File: src/rtl/seg7_pkg.sv
// Shared 7-segment definitions: hex glyph patterns ({g,f,e,d,c,b,a}, 1 = lit),
// the load-handshake state type and the hex decoder.
package seg7_pkg;

  localparam logic [6:0] SEG_0     = 7'h3F;
  localparam logic [6:0] SEG_1     = 7'h06;
  localparam logic [6:0] SEG_2     = 7'h5B;
  localparam logic [6:0] SEG_3     = 7'h4F;
  localparam logic [6:0] SEG_4     = 7'h66;
  localparam logic [6:0] SEG_5     = 7'h6D;
  localparam logic [6:0] SEG_6     = 7'h7D;
  localparam logic [6:0] SEG_7     = 7'h07;
  localparam logic [6:0] SEG_8     = 7'h7F;
  localparam logic [6:0] SEG_9     = 7'h6F;
  localparam logic [6:0] SEG_A     = 7'h77;
  localparam logic [6:0] SEG_B     = 7'h7C;
  localparam logic [6:0] SEG_C     = 7'h39;
  localparam logic [6:0] SEG_D     = 7'h5E;
  localparam logic [6:0] SEG_E     = 7'h79;
  localparam logic [6:0] SEG_F     = 7'h71;
  localparam logic [6:0] SEG_BLANK = 7'h00;

  typedef enum logic {
    LD_IDLE    = 1'b0,
    LD_PENDING = 1'b1
  } load_state_e;

  function automatic logic [6:0] seg7_decode(input logic [3:0] nib);
    case (nib)
      4'h0:    seg7_decode = SEG_0;
      4'h1:    seg7_decode = SEG_1;
      4'h2:    seg7_decode = SEG_2;
      4'h3:    seg7_decode = SEG_3;
      4'h4:    seg7_decode = SEG_4;
      4'h5:    seg7_decode = SEG_5;
      4'h6:    seg7_decode = SEG_6;
      4'h7:    seg7_decode = SEG_7;
      4'h8:    seg7_decode = SEG_8;
      4'h9:    seg7_decode = SEG_9;
      4'hA:    seg7_decode = SEG_A;
      4'hB:    seg7_decode = SEG_B;
      4'hC:    seg7_decode = SEG_C;
      4'hD:    seg7_decode = SEG_D;
      4'hE:    seg7_decode = SEG_E;
      4'hF:    seg7_decode = SEG_F;
      default: seg7_decode = SEG_BLANK;
    endcase
  endfunction

endpackage

File: src/rtl/seg7_scan_driver_if.sv
// Bundle between the status-register side (master) and the scan driver (slave).
interface seg7_scan_driver_if #(
  parameter int NUM_DIGITS = 8
);
  logic [4*NUM_DIGITS-1:0] data_i;
  logic [NUM_DIGITS-1:0]   dp_i;
  logic [NUM_DIGITS-1:0]   blink_i;
  logic                    load_i;
  logic                    load_ack_o;
  logic                    lz_en_i;
  logic                    enable_i;
  logic [7:0]              seg_o;
  logic [NUM_DIGITS-1:0]   seg_sel_o;

  modport master (
    output data_i, dp_i, blink_i, load_i, lz_en_i, enable_i,
    input  load_ack_o, seg_o, seg_sel_o
  );

  modport slave (
    input  data_i, dp_i, blink_i, load_i, lz_en_i, enable_i,
    output load_ack_o, seg_o, seg_sel_o
  );
endinterface

File: src/rtl/seg7_lz_mask.sv
// Leading-zero blank mask: digit i is blanked while nibbles 0..i are all zero,
// except the last digit, which always shows.
module seg7_lz_mask #(
  parameter int NUM_DIGITS = 8
) (
  input  logic [4*NUM_DIGITS-1:0] data_i,
  output logic [NUM_DIGITS-1:0]   blank_o
);
  // Prefix-OR of "nibble non-zero", running from the leftmost digit.
  logic [NUM_DIGITS-1:0] nz;

  genvar gi;
  generate
    for (gi = 0; gi < NUM_DIGITS; gi++) begin : g_digit
      logic nib_nz;
      assign nib_nz = |data_i[4*(NUM_DIGITS-gi)-1 -: 4];
      if (gi == 0) begin : g_first
        assign nz[gi] = nib_nz;
      end else begin : g_rest
        assign nz[gi] = nz[gi-1] | nib_nz;
      end
      assign blank_o[gi] = ~nz[gi] & (gi < NUM_DIGITS - 1);
    end
  endgenerate
endmodule

File: src/rtl/seg7_scan_driver.sv
// Time-multiplexed hex display driver: self-timed scan, tear-free double-buffered
// load, leading-zero blanking, per-digit dp/blink and a global enable.
module seg7_scan_driver
  import seg7_pkg::*;
#(
  parameter int NUM_DIGITS     = 8,
  parameter int REFRESH_DIV    = 50000,
  parameter int BLINK_FRAMES   = 64,
  parameter int SEG_ACTIVE_LOW = 0,
  parameter int SEL_ACTIVE_LOW = 0
) (
  input  logic              clock_i,
  input  logic              reset_i,
  seg7_scan_driver_if.slave bus
);
  localparam int PW = $clog2(REFRESH_DIV);
  localparam int IW = $clog2(NUM_DIGITS);
  localparam int FW = (BLINK_FRAMES > 1) ? $clog2(BLINK_FRAMES) : 1;
  localparam logic [7:0] SEG_INV = (SEG_ACTIVE_LOW != 0) ? 8'hFF : 8'h00;
  localparam logic [NUM_DIGITS-1:0] SEL_INV = (SEL_ACTIVE_LOW != 0) ? {NUM_DIGITS{1'b1}} : '0;

  logic [PW-1:0]           presc_q, presc_d;
  logic [IW-1:0]           idx_q, idx_d;
  logic [FW-1:0]           frame_q, frame_d;
  logic                    blink_phase_q, blink_phase_d;
  load_state_e             state_q, state_d;
  logic                    load_ack_q, load_ack_d;
  logic [4*NUM_DIGITS-1:0] sh_data_q, sh_data_d, act_data_q, act_data_d;
  logic [NUM_DIGITS-1:0]   sh_dp_q, sh_dp_d, act_dp_q, act_dp_d;
  logic [NUM_DIGITS-1:0]   sh_blink_q, sh_blink_d, act_blink_q, act_blink_d;
  logic [7:0]              seg_q, seg_d;
  logic [NUM_DIGITS-1:0]   seg_sel_q, seg_sel_d;

  logic                    tick, frame_end, transfer;
  logic [NUM_DIGITS-1:0]   lz_blank, dark;
  logic [7:0]              digit_seg [NUM_DIGITS];

  seg7_lz_mask #(.NUM_DIGITS(NUM_DIGITS)) u_lz_mask (
    .data_i  (act_data_q),
    .blank_o (lz_blank)
  );

  genvar gi;
  generate
    for (gi = 0; gi < NUM_DIGITS; gi++) begin : g_digit
      assign digit_seg[gi] = {act_dp_q[gi], seg7_decode(act_data_q[4*(NUM_DIGITS-gi)-1 -: 4])};
      assign dark[gi] = (act_blink_q[gi] & blink_phase_q)
                      | (bus.lz_en_i & lz_blank[gi] & ~act_dp_q[gi]);
    end
  endgenerate

  assign tick      = (presc_q == PW'(REFRESH_DIV - 1));
  assign frame_end = tick && (idx_q == IW'(NUM_DIGITS - 1));
  assign transfer  = frame_end && (state_q == LD_PENDING);

  always_comb begin
    presc_d       = tick ? '0 : presc_q + PW'(1);
    idx_d         = idx_q;
    frame_d       = frame_q;
    blink_phase_d = blink_phase_q;
    if (tick) idx_d = (idx_q == IW'(NUM_DIGITS - 1)) ? '0 : idx_q + IW'(1);
    if (frame_end) begin
      if (frame_q == FW'(BLINK_FRAMES - 1)) begin
        frame_d       = '0;
        blink_phase_d = ~blink_phase_q;
      end else begin
        frame_d = frame_q + FW'(1);
      end
    end
  end

  // A load coinciding with a transfer lands in the shadow after the old shadow moves out.
  always_comb begin
    state_d     = state_q;
    load_ack_d  = transfer;
    sh_data_d   = sh_data_q;
    sh_dp_d     = sh_dp_q;
    sh_blink_d  = sh_blink_q;
    act_data_d  = act_data_q;
    act_dp_d    = act_dp_q;
    act_blink_d = act_blink_q;
    if (transfer) begin
      act_data_d  = sh_data_q;
      act_dp_d    = sh_dp_q;
      act_blink_d = sh_blink_q;
      state_d     = LD_IDLE;
    end
    if (bus.load_i) begin
      sh_data_d  = bus.data_i;
      sh_dp_d    = bus.dp_i;
      sh_blink_d = bus.blink_i;
      state_d    = LD_PENDING;
    end
  end

  // Each tick latches digit idx_q, so the frame_end slot still shows the old active set.
  always_comb begin
    seg_d     = seg_q;
    seg_sel_d = seg_sel_q;
    if (tick) begin
      seg_d     = SEG_INV;
      seg_sel_d = SEL_INV;
      if (bus.enable_i) begin
        seg_sel_d[idx_q] = ~SEL_INV[idx_q];
        if (!dark[idx_q]) seg_d = digit_seg[idx_q] ^ SEG_INV;
      end
    end
  end

  always_ff @(posedge clock_i) begin
    if (!reset_i) begin
      presc_q       <= '0;
      idx_q         <= '0;
      frame_q       <= '0;
      blink_phase_q <= 1'b0;
      state_q       <= LD_IDLE;
      load_ack_q    <= 1'b0;
      sh_data_q     <= '0;
      sh_dp_q       <= '0;
      sh_blink_q    <= '0;
      act_data_q    <= '0;
      act_dp_q      <= '0;
      act_blink_q   <= '0;
      seg_q         <= SEG_INV;
      seg_sel_q     <= SEL_INV;
    end else begin
      presc_q       <= presc_d;
      idx_q         <= idx_d;
      frame_q       <= frame_d;
      blink_phase_q <= blink_phase_d;
      state_q       <= state_d;
      load_ack_q    <= load_ack_d;
      sh_data_q     <= sh_data_d;
      sh_dp_q       <= sh_dp_d;
      sh_blink_q    <= sh_blink_d;
      act_data_q    <= act_data_d;
      act_dp_q      <= act_dp_d;
      act_blink_q   <= act_blink_d;
      seg_q         <= seg_d;
      seg_sel_q     <= seg_sel_d;
    end
  end

  assign bus.load_ack_o = load_ack_q;
  assign bus.seg_o      = seg_q;
  assign bus.seg_sel_o  = seg_sel_q;
endmodule

File: src/flat_wrapper.sv
// flat-port wrapper written by rule: the top's interface ports become plain ports
module seg7_scan_driver_flat import seg7_pkg::*;
#(
  parameter int NUM_DIGITS     = 8,
  parameter int REFRESH_DIV    = 50000,
  parameter int BLINK_FRAMES   = 64,
  parameter int SEG_ACTIVE_LOW = 0,
  parameter int SEL_ACTIVE_LOW = 0
)
  (clock_i, reset_i, bus_data_i, bus_dp_i, bus_blink_i, bus_load_i, bus_lz_en_i, bus_enable_i, bus_load_ack_o, bus_seg_o, bus_seg_sel_o);
  seg7_scan_driver_if #(.NUM_DIGITS(NUM_DIGITS)) bus_i ();
  input  logic clock_i;
  input  logic reset_i;
  input wire logic [$bits(bus_i.data_i)-1:0] bus_data_i;
  input wire logic [$bits(bus_i.dp_i)-1:0] bus_dp_i;
  input wire logic [$bits(bus_i.blink_i)-1:0] bus_blink_i;
  input wire logic [$bits(bus_i.load_i)-1:0] bus_load_i;
  input wire logic [$bits(bus_i.lz_en_i)-1:0] bus_lz_en_i;
  input wire logic [$bits(bus_i.enable_i)-1:0] bus_enable_i;
  output wire logic [$bits(bus_i.load_ack_o)-1:0] bus_load_ack_o;
  output wire logic [$bits(bus_i.seg_o)-1:0] bus_seg_o;
  output wire logic [$bits(bus_i.seg_sel_o)-1:0] bus_seg_sel_o;
  assign bus_i.data_i = bus_data_i;
  assign bus_i.dp_i = bus_dp_i;
  assign bus_i.blink_i = bus_blink_i;
  assign bus_i.load_i = bus_load_i;
  assign bus_i.lz_en_i = bus_lz_en_i;
  assign bus_i.enable_i = bus_enable_i;
  assign bus_load_ack_o = bus_i.load_ack_o;
  assign bus_seg_o = bus_i.seg_o;
  assign bus_seg_sel_o = bus_i.seg_sel_o;
  seg7_scan_driver #(.NUM_DIGITS(NUM_DIGITS), .REFRESH_DIV(REFRESH_DIV), .BLINK_FRAMES(BLINK_FRAMES), .SEG_ACTIVE_LOW(SEG_ACTIVE_LOW), .SEL_ACTIVE_LOW(SEL_ACTIVE_LOW)) u_core (.clock_i(clock_i), .reset_i(reset_i), .bus(bus_i));
endmodule
File: config.mk
export PLATFORM = sky130hd
export DESIGN_NAME = seg7_scan_driver_flat
export DESIGN_NICKNAME = d
export VERILOG_FILES = /design/src/rtl/seg7_pkg.sv /design/src/rtl/seg7_scan_driver_if.sv /design/src/rtl/seg7_lz_mask.sv /design/src/rtl/seg7_scan_driver.sv /design/src/flat_wrapper.sv
export SDC_FILE = /design/constraint.sdc
export NUM_CORES = 1
export LEC_CHECK = 0
export BUFFER_PORTS_ARGS = -buffer_cell sky130_fd_sc_hd__buf_2
export CAP_MARGIN = 15
export CORE_MARGIN = 10
export CORE_UTILIZATION = 52
export CTS_CLUSTER_DIAMETER = 200
export DETAILED_ROUTE_END_ITERATION = 8
export GPL_TIMING_DRIVEN = 0
export HOLD_SLACK_MARGIN = 0.1
export PLACE_DENSITY = 0.73
export SLEW_MARGIN = 20
export SYNTH_ARGS = -nofsm -noshare
export SYNTH_HDL_FRONTEND = slang
export SYNTH_SLANG_ARGS = --single-unit
File: constraint.sdc
create_clock -name clock_i -period 9.02 [get_ports clock_i]
set_clock_uncertainty 0.15 [all_clocks]
set_input_delay 1.804 -clock clock_i [delete_from_list [all_inputs] [get_ports clock_i]]
set_output_delay 1.804 -clock clock_i [all_outputs]
set_load 0.005 [all_outputs]
==> results of run 1 <==
[synth_stat cells, drive strengths merged, types with 15 or more instances]
cell | n | area [µm²]
buf | 28 | 151.4
clkbuf | 28 | 105.1
nor2 | 91 | 362.8
mux2i | 84 | 852.1
nor3 | 15 | 75.07
mux4 | 16 | 360.4
o21ai | 39 | 214.0
nand3 | 29 | 145.1
a21oi | 94 | 474.2
inv | 57 | 214.0
dfxtp | 196 | 3924
nand2 | 141 | 536.8
ha | 60 | 750.7
[cells in the final DEF (no fill, tap or decap), drive strengths merged, types with 4 or more instances in the layout]
cell type  count
o211ai         5
nand2        141
a221oi         9
or4            4
ha            60
nor4b         11
xnor2          8
nand4         11
and4           5
mux2i         84
and3          10
a2bb2oi       11
nand2b         8
and2           4
o22ai          4
clkinv         7
mux2          14
buf           95
inv           64
a32oi          4
dfxtp        196
o22a           5
nor2          91
or3            4
a22oi         14
nand3         29
nor2b         12
clkbuf        45
o21ai         39
nor3          15
a21oi         94
o31ai          6
mux4          16
nor3b          5
xor2           8
nor4           7
[worst max path at each step]
| stage | end | start | slack, ns |
|---|---|---|---|
| 2_1_floorplan | u_core.digit_seg[35] | reset_i | 5.03 |
| 6_report | u_core.digit_seg[60] | reset_i | 4.31 |
| 4_1_cts | u_core.digit_seg[60] | reset_i | 4.42 |
| 3_3_place_gp | u_core.digit_seg[60] | reset_i | 4.04 |
| 5_1_grt | u_core.digit_seg[60] | reset_i | 4.27 |
| 3_5_place_dp | u_core.digit_seg[60] | reset_i | 3.96 |
[layout make-up]
| type | count | area [µm²] | share of cell area, % |
|---|---|---|---|
| well taps | 234 | 292.8 | 2.643 |
| multi-input cells | 773 | 5440 | 49.11 |
| clock buffers | 17 | 425.4 | 3.840 |
| flip-flops and latches | 196 | 3924 | 35.42 |
| inverters | 58 | 217.7 | 1.965 |
| clock inverters | 15 | 185.2 | 1.672 |
| repair buffers | 67 | 335.3 | 3.027 |
| plain buffers | 56 | 256.5 | 2.316 |
[layer usage]
metal	global-route usage, %	routed length (µm)	vias up
met5	0	0	-
met4	11.09	1194	0
met3	5.759	2564	72
met2	36.14	12920	408
met1	30.08	12320	3996
li1	-	-	3988
[worst max-delay path, stage by stage]
cell and delay, ns:
clkbuf_1 0.37, clkinv_1 0.48, clkbuf_1 0.41, buf_1 0.37
a21oi_1 0.44, inv_1 0.18, ha_1 0.27, a221o_1 0.33
a31oi_1 0.24
[kinds of logic after synthesis]
kind of cell / count (synthesis) / synth area share (%)
buffers and inverters: 114 / 4.820
muxes: 114 / 13.93
adders and majority gates: 60 / 7.631
DFF: 196 / 39.88
and+or+nand+nor: 366 / 18.17
xor gates and xnor gates: 16 / 1.424
AOI/OAI and AO/OA: 217 / 14.14
[registers in the layout, summed over array words and instances (netlist names), 16 cells and up]
signal,flops
u_core.digit_seg,56
u_core.act_data_q,32
u_core.sh_data_q,32
u_core.presc_q,16
[power groups by stage]
stage               Sequential [mW]  Clock, mW  Combinational (mW)
CTS                           0.893      0.787              0.0692
floorplan                     0.907          0              0.0423
global placement              0.914          0              0.0675
detailed placement            0.914          0              0.0689
global route                  0.895      0.822              0.0762
finish                        0.894      0.782              0.0697
[through the flow]
step                instances  setup WS (ns)  hold slack (ns)  total power, mW  cell area [µm²]
finish                   1416          4.308           0.2945            1.746            11080
global route             1416          4.273           0.3161            1.793            11080
CTS                      1416          4.422           0.2995            1.749            11080
detailed placement       1384          3.958           0.2824           0.9826            10470
global placement         1384          4.038           0.2792           0.9812            10470
floorplan                1083          5.030           0.2632           0.9496             9838
==> flow_summary.ini, run 1 <==
[synthesis]
synth_ff_type = dfxtp_1
postSynthCellCount = 1083
ys_seq_area_share_pct = 39.88
synth_edf_count = 0
synth-seq-cells = 196
yosysUniqueCellTypes = 71
mappedNetlistArea_um2 = 9838
async_flop_share_pct = 0
syn-num-nets = 1196
avgSynthCellArea_um2 = 9.084
ys_warn_count = 0

[cts]
cts_buffer_depth = 2
clock_sinks = 196
clkLatencyLatePin_ns = 0.45
cts_max_level = 4
cts_buffers = 17
cts_hold_buf = 0
path_clk_slew_ns = 0.07
cts-root-buf = clkbuf_16
cts_setup_buffers = 0
cts_resized = 0
cts_tree = done

[floorplanning]
die_area_um2 = 24820
die_h_um = 157.6
core_um2 = 18640
top_level_ports = 70
die_w_um = 157.6
start_util_pct = 52.77
rows = 50

[timing]
setup_viol = 0
finalCriticalPeriod_ns = 4.712
hold_violations = 0
finalMaxSlewViolations = 0
tightest_slew_ns = 1.043
rsz0062_at_grt = no
fin_crit_sh_pct = 52.24
max_clock_freq_ghz = 0.2122
tns_ns = 0
slew-limit-headroom_pct = 30.47

[placed_design]
post-dp-hpwl_um = 21370
place.gp.congestion = 0.9819
port_buffers = 67

[detailed_routing]
drt-total-wl_um = 29000
final_antenna_net_count = 0
wl_per_cell_um = 20.48
viasPerCell = 5.977
dr.pass1.iters = 6
vias = 8464
drc = 0
initialDrtViolationCount = 1003

[hold_path]
worstHoldPathCells = 2
hold_class = flop to flop
holdPathEnd = u_core.bus.seg_o[2]
min-delay-start = u_core.bus.seg_o[2]

[critical_path]
worstSetupStartpointType = input port
worstSetupEndpointType = flop
crit_arrival_ns = 4.91
critPathRequiredTime_ns = 9.22
critPathKind = input port to flop
reg2reg_depth = 13
regToRegEndpoint = u_core.digit_seg[60]
r2r-start = u_core.idx_q[1]
r2r_slack_ns = 4.88
cp_max_fo = 10

[final_layout]
fin_util_pct = 59.42
area_growth_pct = 12.59
fill_cells = 1664
drive_gt1_share_pct = 13.96
nets = 1282
diodes = 0

[power]
peakVddDrop_v = 0.0001215
seqPwrFrac_pct = 51.2
internal_power_mw = 1.305
clockPowerShare_pct = 44.8
p_sw_share_pct = 25.23
power.density_nw_per_um2 = 157.6
p_switching_uw = 440.3
static-leakage-power_nw = 4.394
comb_power_share_pct = 4.0

[global_route]
grt_pass1_wl_um = 44930
grt_max_degree = 21
grt_pass1_vias = 8123
antenna_found_initial = 0
grt_usage_pct = 23.41
grt-ovfl-total = 0

[run_status]
status = complete, no violations

[flow_run]
cap_viol_max_count = 0
(Power assumes the default switching activity.)
==> run 2, diff against run 1 <==
PLACE_DENSITY = 0.76   (was 0.73)
clock period = 4.3 ns   (was 9.02 ns; I/O delays follow)
==> flow_summary.ini, run 2 (synthesized netlist as in run 1, its figures left out) <==
[critical_path]
worstSetupStartpointType = flop
worstSetupEndpointType = flop
reg2reg_depth = 13
crit_arrival_ns = 4.31
critPathKind = flop to flop
r2r_slack_ns = 0.21
critPathRequiredTime_ns = 4.51
cp_max_fo = 10
r2r-start = u_core.idx_q[1]
regToRegEndpoint = u_core.digit_seg[1]

[floorplanning]
start_util_pct = 52.77
die_area_um2 = 24820
die_h_um = 157.6
top_level_ports = 70
rows = 50
die_w_um = 157.6
core_um2 = 18640

[timing]
finalCriticalPeriod_ns = 4.095
tns_ns = 0
setup_viol = 0
slew-limit-headroom_pct = 37.21
rsz0062_at_grt = no
whs_ns = 0.2963
fin_crit_sh_pct = 95.23
hold_violations = 0
max_clock_freq_ghz = 0.2442
tightest_slew_ns = 0.9418
finalMaxSlewViolations = 0

[final_layout]
diodes = 0
fin_util_pct = 59.62
largest_register_ffs = 56
drive_gt1_share_pct = 13.96
layout_common_cells = 196 x dfxtp_1, 140 x nand2_1, 93 x a21oi_1, 88 x nor2_1, 81 x mux2i_1
area_growth_pct = 12.99
final_common_cell = dfxtp_1
nets = 1282
post-route-cell-area_um2 = 11120

[power]
clockPowerShare_pct = 46.5
p_switching_uw = 839.6
peakVddDrop_v = 0.0002093
p_sw_share_pct = 22.21
comb_power_share_pct = 3.9
seqPwrFrac_pct = 49.6
internal_power_mw = 2.941
power.density_nw_per_um2 = 340.1
static-leakage-power_nw = 4.419
power.total_mw = 3.781

[detailed_routing]
dr.pass1.iters = 6
wl_per_cell_um = 19.92
drt-total-wl_um = 28200
final_antenna_net_count = 0
initialDrtViolationCount = 1021
viasPerCell = 6.023
vias = 8529
drc = 0

[placed_design]
post-dp-hpwl_um = 20700
place.gp.congestion = 1.020
dpl_cell_area_um2 = 10470
port_buffers = 67

[global_route]
grt-ovfl-total = 0
grt_pass1_vias = 7958
grt_max_degree = 18
grt_usage_pct = 22.77
antenna_found_initial = 0
grt_pass1_wl_um = 43850

[cts]
cts_hold_buf = 0
cts_tree = done
cts_setup_buffers = 0
clkLatencyLatePin_ns = 0.44
clock_sinks = 196
cts_max_level = 4
cts-root-buf = clkbuf_16
cts_buffers = 17
path_clk_slew_ns = 0.07
cts_resized = 0
cts_buffer_depth = 2

[hold_path]
worstHoldPathCells = 2
holdPathEnd = u_core.bus.seg_sel_o[7]
min-delay-start = u_core.bus.seg_sel_o[7]
hold_class = flop to flop

[run_status]
status = complete, no violations

[flow_run]
cap_viol_max_count = 0
run 2: cell types whose count changed in the layout (fill, tap and decap cells not counted), sizes merged:
cell	change
inv	-2
clkinv	-2
bufinv	+4
run 2: cell type report:
class | count | area [µm²]
buffer | 56 | 256.5
clock inverter | 15 | 224.0
multi-input combinational | 773 | 5440
sequential | 196 | 3924
fill | 1625 | 7527
inverter | 58 | 217.7
tap | 234 | 292.8
timing repair buffer | 67 | 335.3
clock buffer | 17 | 425.4
run 2: how the worst max path moves through the flow:
stage                 startpoint              endpoint  cells after the start
3_5_place_dp             reset_i   u_core.digit_seg[1]                      9
2_1_floorplan  u_core.presc_q[0]   u_core.digit_seg[1]                     14
4_1_cts        u_core.presc_q[0]   u_core.digit_seg[1]                     14
6_report         u_core.idx_q[1]   u_core.digit_seg[1]                     13
3_3_place_gp             reset_i  u_core.digit_seg[52]                      9
5_1_grt        u_core.presc_q[0]  u_core.digit_seg[53]                     16
run 2: worst max-delay path: stages, from the launching register on:
cell and delay, ns:
dfxtp_1 0.47, ha_1 0.20, ha_1 0.23, nand2_1 0.42, nor2_8 0.38, buf_8 0.21, buf_4 0.24, buf_4 0.26
nand2_1 0.10, a21oi_1 0.39, inv_1 0.18, ha_1 0.34, mux2_2 0.26, a21oi_1 0.17
run 2: metrics by stage:
| stage | setup WS (ns) | cells |
|---|---|---|
| global placement | 0.4072 | 1384 |
| CTS | 0.3227 | 1416 |
| detailed placement | 0.3547 | 1384 |
| global route | 0.01583 | 1416 |
| floorplan | 1.149 | 1083 |
| finish | 0.2051 | 1416 |
run 2: routing by layer:
layer | vias to the layer above | GRT usage (%) | part of all wire (%)
li1 | 3998 | - | -
met1 | 4014 | 29.11 | 42
met2 | 435 | 35.80 | 45
met3 | 82 | 5.076 | 9.0
met4 | 0 | 10.64 | 4.3
met5 | - | 0 | 0
run 2: power groups by stage:
stage          registers, mW  logic [mW]  clock network (mW)
6_report                1.88       0.146                1.76
5_1_grt                 1.88       0.159                1.85
4_1_cts                 1.87       0.145                1.78
3_5_place_dp            1.92       0.145                   0
3_3_place_gp            1.92       0.142                   0
2_1_floorplan           1.90      0.0887                   0
